<file path="config.mk">
export PLATFORM = sky130hd
export DESIGN_NAME = vga_fb_arbiter_flat
export DESIGN_NICKNAME = d
export VERILOG_FILES = /design/src/rtl/vga_fb_arbiter_pkg.sv /design/src/rtl/vga_fb_arbiter_if.sv /design/src/rtl/vga_fb_arbiter_addr_gen.sv /design/src/rtl/vga_fb_arbiter.sv /design/src/flat_wrapper.sv
export SDC_FILE = /design/constraint.sdc
export NUM_CORES = 1
export LEC_CHECK = 0
export CAP_MARGIN = 20
export CORE_MARGIN = 3
export CORE_UTILIZATION = 48
export CTS_CLUSTER_SIZE = 16
export DETAILED_ROUTE_END_ITERATION = 10
export PLACE_DENSITY = 0.81
export SLEW_MARGIN = 20
export SYNTH_ARGS = -nofsm -noshare
export SYNTH_HDL_FRONTEND = slang
export SYNTH_SLANG_ARGS = --single-unit
</file>
<file path="constraint.sdc">
create_clock -name clk -period 3.3 [get_ports clk]
set_clock_uncertainty 0.15 [all_clocks]
set_input_delay 0.66 -clock clk [delete_from_list [all_inputs] [get_ports clk]]
set_output_delay 0.66 -clock clk [all_outputs]
set_load 0.1 [all_outputs]
</file>
<file path="src/rtl/vga_fb_arbiter_pkg.sv">
// vga_fb_pkg: framebuffer geometry, pixel latency and arbiter enums
package vga_fb_pkg;
  localparam int FB_W = 320;
  localparam int FB_H = 240;
  localparam int FB_WORDS = FB_W * FB_H;
  localparam int PIX_LAT = 3;
  localparam int ADDR_W = 17;
  localparam int DATA_W = 8;
  typedef enum logic {IDLE, CLEAR} state_t;
  typedef enum logic {SLOT_VIDEO, SLOT_HOST} slot_t;
endpackage

</file>
<file path="src/rtl/vga_fb_arbiter_if.sv">
// vga_fb_arbiter_if: host write request/grant bus
interface vga_fb_arbiter_if #(parameter int ADDR_W = 17, parameter int DATA_W = 8);
  logic              wr_req;
  logic [ADDR_W-1:0] wr_addr;
  logic [DATA_W-1:0] wr_data;
  logic              wr_ack;
  modport master(output wr_req, wr_addr, wr_data, input wr_ack);
  modport slave(input wr_req, wr_addr, wr_data, output wr_ack);
endinterface

</file>
<file path="src/rtl/vga_fb_arbiter_addr_gen.sv">
// vga_fb_addr_gen: maps 640x480 row/col to a 2x-scaled framebuffer word address
module vga_fb_addr_gen #(
  parameter int FB_W   = 320,
  parameter int ADDR_W = 17
) (
  input  logic [8:0]        row,
  input  logic [9:0]        col,
  output logic [ADDR_W-1:0] addr
);
  assign addr = ADDR_W'((32'(row) >> 1) * FB_W + (32'(col) >> 1));
endmodule

</file>
<file path="src/rtl/vga_fb_arbiter.sv">
// vga_fb_arbiter: shares one pixel RAM between VGA scan-out, host writes and a frame clear.
// Optional VGA_FB_STALL_CNT_EN adds a saturating count of stalled host requests.
module vga_fb_arbiter
  import vga_fb_pkg::*;
#(
  parameter int FB_W   = vga_fb_pkg::FB_W,
  parameter int FB_H   = vga_fb_pkg::FB_H,
  parameter int ADDR_W = vga_fb_pkg::ADDR_W,
  parameter int DATA_W = vga_fb_pkg::DATA_W
) (
  input  logic              clk,
  input  logic              rst,
  input  logic [8:0]        vga_row,
  input  logic [9:0]        vga_col,
  input  logic              vga_display,
  vga_fb_arbiter_if.slave   host,
  input  logic              clr_start,
  input  logic [DATA_W-1:0] clr_data,
  output logic              busy,
  output logic [ADDR_W-1:0] mem_addr,
  output logic              mem_we,
  output logic [DATA_W-1:0] mem_wdata,
  input  logic [DATA_W-1:0] mem_rdata,
  output logic [DATA_W-1:0] pix_data,
  output logic              pix_display
`ifdef VGA_FB_STALL_CNT_EN
  ,
  output logic [15:0]       stall_cnt
`endif
);
  localparam int WORDS = FB_W * FB_H;
  state_t state, state_nx;
  slot_t slot;
  logic [ADDR_W-1:0] cnt, vaddr, addr_nx;
  logic [DATA_W-1:0] fill, wdata_nx;
  logic we_nx, last, start;
  logic [1:0] vid_d;
  logic [PIX_LAT-1:0] disp_d;
  vga_fb_addr_gen #(.FB_W(FB_W), .ADDR_W(ADDR_W)) u_addr (.row(vga_row), .col(vga_col), .addr(vaddr));
  assign slot = (vga_display && !vga_col[0]) ? SLOT_VIDEO : SLOT_HOST;
  assign start = state == IDLE && clr_start;
  assign last = cnt == ADDR_W'(WORDS - 1);
  assign host.wr_ack = !rst && host.wr_req && slot == SLOT_HOST && state == IDLE && !clr_start;
  assign busy = state == CLEAR;
  assign pix_display = disp_d[PIX_LAT-1];
  always_comb begin
    state_nx = start ? CLEAR : (state == CLEAR && slot == SLOT_HOST && last) ? IDLE : state;
  end
  always_ff @(posedge clk) begin
    if (rst) state <= IDLE;
    else state <= state_nx;
  end
  always_comb begin
    we_nx = 1'b0;
    addr_nx = mem_addr;
    wdata_nx = mem_wdata;
    if (slot == SLOT_VIDEO) begin
      addr_nx = vaddr;
    end else if (state == CLEAR) begin
      we_nx = 1'b1;
      addr_nx = cnt;
      wdata_nx = fill;
    end else if (host.wr_ack && 32'(host.wr_addr) < WORDS) begin
      we_nx = 1'b1;
      addr_nx = host.wr_addr;
      wdata_nx = host.wr_data;
    end
  end
  always_ff @(posedge clk) begin
    if (rst) begin
      cnt <= '0;
      fill <= '0;
      mem_addr <= '0;
      mem_we <= 1'b0;
      mem_wdata <= '0;
      pix_data <= '0;
      vid_d <= '0;
      disp_d <= '0;
    end else begin
      cnt <= start ? '0 : (state == CLEAR && slot == SLOT_HOST) ? cnt + 1'b1 : cnt;
      fill <= start ? clr_data : fill;
      mem_addr <= addr_nx;
      mem_we <= we_nx;
      mem_wdata <= wdata_nx;
      vid_d <= {vid_d[0], slot == SLOT_VIDEO};
      disp_d <= {disp_d[PIX_LAT-2:0], vga_display};
      // read data lands two cycles after the video slot; odd columns reuse it
      pix_data <= !disp_d[PIX_LAT-2] ? '0 : vid_d[1] ? mem_rdata : pix_data;
    end
  end
`ifdef VGA_FB_STALL_CNT_EN
  always_ff @(posedge clk) begin
    if (rst) stall_cnt <= '0;
    else if (host.wr_req && !host.wr_ack && stall_cnt != 16'hFFFF) stall_cnt <= stall_cnt + 1'b1;
  end
`endif
endmodule
</file>
<file path="src/flat_wrapper.sv">
// flat-port wrapper written by rule: the top's interface ports become plain ports
module vga_fb_arbiter_flat import vga_fb_pkg::*;
#(
  parameter int FB_W   = vga_fb_pkg::FB_W,
  parameter int FB_H   = vga_fb_pkg::FB_H,
  parameter int ADDR_W = vga_fb_pkg::ADDR_W,
  parameter int DATA_W = vga_fb_pkg::DATA_W
)
  (clk, rst, vga_row, vga_col, vga_display, clr_start, clr_data, busy, mem_addr, mem_we, mem_wdata, mem_rdata, pix_data, pix_display, host_wr_req, host_wr_addr, host_wr_data, host_wr_ack);
  vga_fb_arbiter_if #(.ADDR_W(ADDR_W), .DATA_W(DATA_W)) host_i ();
  input  logic clk;
  input  logic rst;
  input  logic [8:0] vga_row;
  input  logic [9:0] vga_col;
  input  logic vga_display;
  input  logic clr_start;
  input  logic [DATA_W-1:0] clr_data;
  output logic busy;
  output logic [ADDR_W-1:0] mem_addr;
  output logic mem_we;
  output logic [DATA_W-1:0] mem_wdata;
  input  logic [DATA_W-1:0] mem_rdata;
  output logic [DATA_W-1:0] pix_data;
  output logic pix_display;
  input wire logic [$bits(host_i.wr_req)-1:0] host_wr_req;
  input wire logic [$bits(host_i.wr_addr)-1:0] host_wr_addr;
  input wire logic [$bits(host_i.wr_data)-1:0] host_wr_data;
  output wire logic [$bits(host_i.wr_ack)-1:0] host_wr_ack;
  assign host_i.wr_req = host_wr_req;
  assign host_i.wr_addr = host_wr_addr;
  assign host_i.wr_data = host_wr_data;
  assign host_wr_ack = host_i.wr_ack;
  vga_fb_arbiter #(.FB_W(FB_W), .FB_H(FB_H), .ADDR_W(ADDR_W), .DATA_W(DATA_W)) u_core (.clk(clk), .rst(rst), .vga_row(vga_row), .vga_col(vga_col), .vga_display(vga_display), .host(host_i), .clr_start(clr_start), .clr_data(clr_data), .busy(busy), .mem_addr(mem_addr), .mem_we(mem_we), .mem_wdata(mem_wdata), .mem_rdata(mem_rdata), .pix_data(pix_data), .pix_display(pix_display));
endmodule
</file>
==> results of run 1 <==
-- registers in the layout, summed over array words and instances, names as in the netlist --
name / count
u_core.busy: 1
u_core.cnt: 17
u_core.disp_d: 3
u_core.fill: 8
u_core.mem_addr: 17
u_core.mem_wdata: 8
u_core.mem_we: 1
u_core.pix_data: 8
u_core.vid_d: 2
-- cells by family after synthesis --
| family | Yosys count |
|---|---|
| and+or+nand+nor | 141 |
| buffers and inverters | 33 |
| xor gates and xnor gates | 21 |
| DFF | 65 |
| AOI/OAI and AO/OA | 80 |
| muxes | 38 |
| adders and majority gates | 18 |
-- placed cells by master (no fill, tap or decap), types with 5 or more instances in the layout --
master / count
buf_4: 55
ha_1: 16
o21ai_0: 20
a211oi_1: 16
a21oi_1: 17
nor3_1: 6
nand3_1: 8
mux2i_1: 38
clkbuf_8: 11
dfxtp_1: 65
clkdlybuf4s50_1: 63
nor2b_1: 10
nor2_1: 45
nand4_1: 5
nand2_1: 40
inv_1: 11
xnor2_1: 17
-- where the power goes --
part	total (mW)	internal, mW	switching [mW]
Combinational	0.680	0.254	0.426
Sequential	0.845	0.823	0.0223
Clock	0.684	0.384	0.300
-- layer usage --
metal | vias to the layer above | global-route usage (%) | part of all wire [%] | wire, um
met3 | 18 | 5.660 | 7.7 | 690
met1 | 1537 | 27.04 | 44 | 3920
li1 | 1625 | - | - | -
met5 | - | 0 | 0 | 0
met2 | 121 | 35.71 | 47 | 4171
met4 | 0 | 7.178 | 1.7 | 156
-- metrics by stage --
| stage | utilization [%] | cell area, sq um | total power, mW | instances |
|---|---|---|---|---|
| CTS | 68.71 | 4797 | 2.220 | 606 |
| floorplan | - | 3540 | 1.337 | 396 |
| finish | 68.71 | 4797 | 2.209 | 606 |
| global route | 68.71 | 4797 | 2.304 | 606 |
| detailed placement | 65.91 | 4602 | 1.542 | 591 |
| global placement | 65.91 | 4602 | 1.529 | 591 |
-- final timing paths --
kind                        start                  end  slack (ns)  depth (start not counted)
hold / removal    u_core.vid_d[0]      u_core.vid_d[1]        0.30                          1
setup / recovery       vga_row[2]  u_core.mem_addr[15]        0.17                          9
setup reg to reg      u_core.busy  u_core.mem_wdata[4]        0.80                          6
hold reg to reg   u_core.vid_d[0]      u_core.vid_d[1]        0.30                          1
-- area by class of cell --
class                   count  area share [%]
repair buffers            120           22.59
well taps                  96           2.504
inverters                  12          0.9390
clock buffers              12           3.234
clock inverters             3          0.8346
multi-input cells         298           42.78
flip-flops and latches     65           27.13
==> results by group, run 1 <==
Job
  – MaxCap Viol Count: 0

CTS
  – Clk_lat worst skew: 0.33 ns
  – H-tree depth: 3
  – Post-CTS setup buffer count: 0
  – Hold buffer count at cts: 0
  – TritonCTS clock tree: built
  – Clock transition at path regs: 0.07 ns
  – Root Driver: clkbuf_8
  – # resized after CTS: 0
  – CTS buffer count: 9
  – Clock sinks: 65
  – Clock buffer depth: 2

Floorplanning
  – Chip Width: 91.88 um
  – Die H: 91.88 um
  – Die area: 8441 sq um
  – CORE AREA: 6982 sq um
  – Row cnt: 30
  – Starting Density: 50.70%
  – Boundary Pins: 102

Finish
  – Number of fill cells in the layout: 585
  – ANT cells: 0
  – Layout Nets: 589
  – Fraction of layout cells with a size suffix above 1: 16.86%
  – Area occupied by multi-input gates: 2052 sq um
  – FF/Latch Area: 1301 sq um
  – Area Growth Syn to Fin: 35.52%

Critical path
  – Critical Path AT: 3.26 ns
  – CP peak stage delay: 0.51 ns
  – Crit path capture type: flop
  – Startpoint Class: input port
  – CP Buf/Inv Count: 2
  – Cells along the critical path: clkdlybuf4s50_1 -> ha_1 -> ha_1 -> fa_1 -> inv_1 -> nor4b_2 -> nand3_1 -> or4_1 -> nand3_1
  – Critical Path RT: 3.43 ns
  – Worst path slowest cell: fa_1
  – Worst path top cell family by delay: simple AND/OR/NAND/NOR gates
  – CP Class: input port to flop
  – Max FO, Critical Path: 3

Global route
  – Vias in the first global route: 3219
  – Grt total ovfl: 0
  – Largest net degree at the start of global routing: 34
  – First-pass GRT wire length: 14790 um
  – Antenna violations before repair: 0
  – Total GRT Usage: 21.49%

Yosys
  – Count of flip-flops with a built-in enable after synthesis: 0
  – Gate Count Post-Synth: 396
  – Proportion of synthesized area in mux cells: 10.75%
  – Complex-gate fraction of the synthesized area: 15.27%
  – Top post-synthesis cells by count: dfxtp_1 (65), nor2_1 (45), nand2_1 (40), mux2i_1 (38), o21ai_0 (20)
  – Post-synthesis xor/xnor area fraction: 5.196%
  – Post-Synth Simple-Gate Area: 19.97%
  – Post-synthesis sequential area ratio: 36.76%
  – Largest area contributor in the netlist: dfxtp_1
  – Syn Std Cell Area: 3540 sq um
  – Area share of fa/ha/maj cells after synthesis: 6.787%
  – Post-synthesis cell type count: 61
  – Register bit total from synthesis: 65
  – Count leader, synth: dfxtp_1
  – Synth top area share: 36.76%
  – Syn Area/Cell: 8.938 sq um
  – Async SR Flop Fraction: 0%
  – Synth top area cells: dfxtp_1 (37%), mux2i_1 (11%), ha_1 (5.7%)
  – Synth Flop Type: dfxtp_1
  – Syn Nets: 479
  – Yosys Warn Count: 0
  – Largest family of logic cells by synthesized area: simple AND/OR/NAND/NOR gates

Timing
  – Slew Limit Headroom: 59.96%
  – Achievable Freq: 319.7 MHz
  – Tcrit/Tclk final: 94.80%
  – Fin Hold WS: 0.3016 ns
  – RSZ-0062 raised after global routing: false
  – Final worst slack: 0.1717 ns
  – Tightest Pin Transition: 0.5991 ns
  – Post-route setup TNS: 0 ns
  – Endpoints failing setup: 0
  – Fin. max-slew vios: 0
  – Final Hold Vio Count: 0
  – Final min period: 3.128 ns

Route
  – Wirelength per Cell: 14.75 um
  – Pre-antenna DRT Iters: 4
  – Via density: 5.447
  – Initial DRC count: 167
  – Antenna-violating nets left: 0
  – Via count: 3301
  – DRC errors left: 0
  – Drt total wl: 8939 um

Power
  – Leak: 1.912 nW
  – PD cells: 460.5 nW/um^2
  – Worst vdd ir: 225.2 uV

Placed design
  – Final RePlAce weighted congestion: 0.8343
  – Pre-CTS setup slack: -0.1838 ns
  – Port buffer count: 100
  – Placed wire-length estimate: 6780 um

Run status
  – Status: complete, no violations

Min path
  – HP Class: flop to flop
(Power assumes the default switching activity.)
==> run 2: changes to the inputs <==
Settings changed: MAX_ROUTING_LAYER set to met4.
==> results by group, run 2 (same netlist as run 1, synthesis figures left out) <==
Placed design
  – Post-DP Area: 4602 sq um
  – Placed wire-length estimate: 6780 um
  – Final RePlAce weighted congestion: 0.8471
  – Port buffer count: 100
  – Placed Instances: 591
  – Pre-CTS setup slack: -0.1838 ns

Route
  – Via density: 5.422
  – Via count: 3286
  – Pre-antenna DRT Iters: 4
  – DRC errors left: 0
  – Wirelength per Cell: 14.77 um
  – Drt total wl: 8950 um
  – Antenna-violating nets left: 0
  – Initial DRC count: 161

Global route
  – Total GRT Usage: 22.09%
  – Grt total ovfl: 0
  – Largest net degree at the start of global routing: 34
  – Antenna violations before repair: 0
  – Vias in the first global route: 3221
  – First-pass GRT wire length: 14790 um

Finish
  – Fraction of layout cells with a size suffix above 1: 16.86%
  – Largest regs: u_core.cnt: 17 flops, u_core.mem_addr: 17 flops
  – Commonest cells after routing, fill and taps aside: dfxtp_1 (65), clkdlybuf4s50_1 (63), buf_4 (55)
  – Layout Nets: 589
  – ANT cells: 0
  – Area occupied by multi-input gates: 2052 sq um
  – Final core utilization: 68.71%
  – Design area: 4797 sq um
  – Area Growth Syn to Fin: 35.52%
  – Most common cell after layout, fill and taps aside: dfxtp_1
  – Number of fill cells in the layout: 585
  – FF/Latch Area: 1301 sq um
  – Non-Filler Instances: 606

Power
  – PD cells: 460.1 nW/um^2
  – Worst vdd ir: 224.9 uV
  – Leak: 1.912 nW

Timing
  – RSZ-0062 raised after global routing: false
  – Final worst slack: 0.1665 ns
  – Post-route setup TNS: 0 ns
  – Final min period: 3.134 ns
  – Tcrit/Tclk final: 94.96%
  – Fin. max-slew vios: 0
  – Final Hold Vio Count: 0
  – Achievable Freq: 319.1 MHz
  – Endpoints failing setup: 0
  – Tightest Pin Transition: 0.5994 ns
  – Slew Limit Headroom: 59.95%

Critical path
  – Worst path slowest cell: fa_1
  – Worst path top cell family by delay: simple AND/OR/NAND/NOR gates
  – Crit path capture type: flop
  – Cells along the critical path: clkdlybuf4s50_1 -> ha_1 -> ha_1 -> fa_1 -> inv_1 -> nor4b_2 -> nand3_1 -> or4_1 -> nand3_1
  – Critical Path RT: 3.42 ns
  – CP peak stage delay: 0.51 ns
  – CP Class: input port to flop
  – Startpoint Class: input port
  – Critical Path AT: 3.26 ns
  – Max FO, Critical Path: 3
  – CP Buf/Inv Count: 2

Floorplanning
  – Chip Width: 91.88 um
  – CORE AREA: 6982 sq um
  – Row cnt: 30
  – Die area: 8441 sq um
  – Boundary Pins: 102
  – Starting Density: 50.70%
  – Die H: 91.88 um

CTS
  – CTS buffer count: 9
  – Clock transition at path regs: 0.07 ns
  – Clock buffer depth: 2
  – Clk_lat worst skew: 0.33 ns
  – Clock sinks: 65
  – # resized after CTS: 0
  – Hold buffer count at cts: 0
  – Root Driver: clkbuf_8
  – H-tree depth: 3
  – TritonCTS clock tree: built
  – Post-CTS setup buffer count: 0

Min path
  – HP Class: flop to flop

Run status
  – Status: complete, no violations

Job
  – MaxCap Viol Count: 0
==> run 2: cell counts in the layout (fill, tap and decap cells not counted) <==
Identical to the previous run, type by type.
==> run 2: path summary, 6_finish.rpt <==
check	from	end	slack [ns]	depth (start not counted)
hold / removal	u_core.vid_d[0]	u_core.vid_d[1]	0.30	1
setup reg to reg	u_core.busy	u_core.mem_wdata[4]	0.80	6
setup / recovery	vga_row[2]	u_core.mem_addr[15]	0.17	9
hold reg to reg	u_core.vid_d[0]	u_core.vid_d[1]	0.30	1
==> run 2: area by class of cell <==
class | count | share of cell area, %
well taps | 96 | 2.504
multi-input cells | 298 | 42.78
clock inverters | 3 | 0.8346
flip-flops and latches | 65 | 27.13
clock buffers | 12 | 3.234
inverters | 12 | 0.9390
repair buffers | 120 | 22.59
==> run 2: worst register-to-register path: cells and delay by family (launching register included) <==
| family | cells | cell delay (ns) |
|---|---|---|
| AOI/OAI and AO/OA | 2 | 0.67 |
| and+or+nand+nor | 2 | 0.45 |
| DFF | 1 | 0.33 |
| buffers and inverters | 2 | 0.81 |
==> run 2: metrics by stage <==
step | hold slack, ns | total power, mW
floorplan | 0.2638 | 1.337
global placement | 0.2681 | 1.529
detailed placement | 0.2901 | 1.542
CTS | 0.3013 | 2.220
global route | 0.3202 | 2.304
finish | 0.3013 | 2.207
==> run 2: power by group <==
group	internal, mW	switching (mW)
logic	0.254	0.426
registers	0.823	0.0224
clock network	0.384	0.297
==> run 2: per-layer routing <==
metal  part of all wire (%)  GRT usage, %
met1                     45         27.30
met2                     47         35.71
met3                    7.3         5.250
met4                    1.2         7.178
met5                      0             -
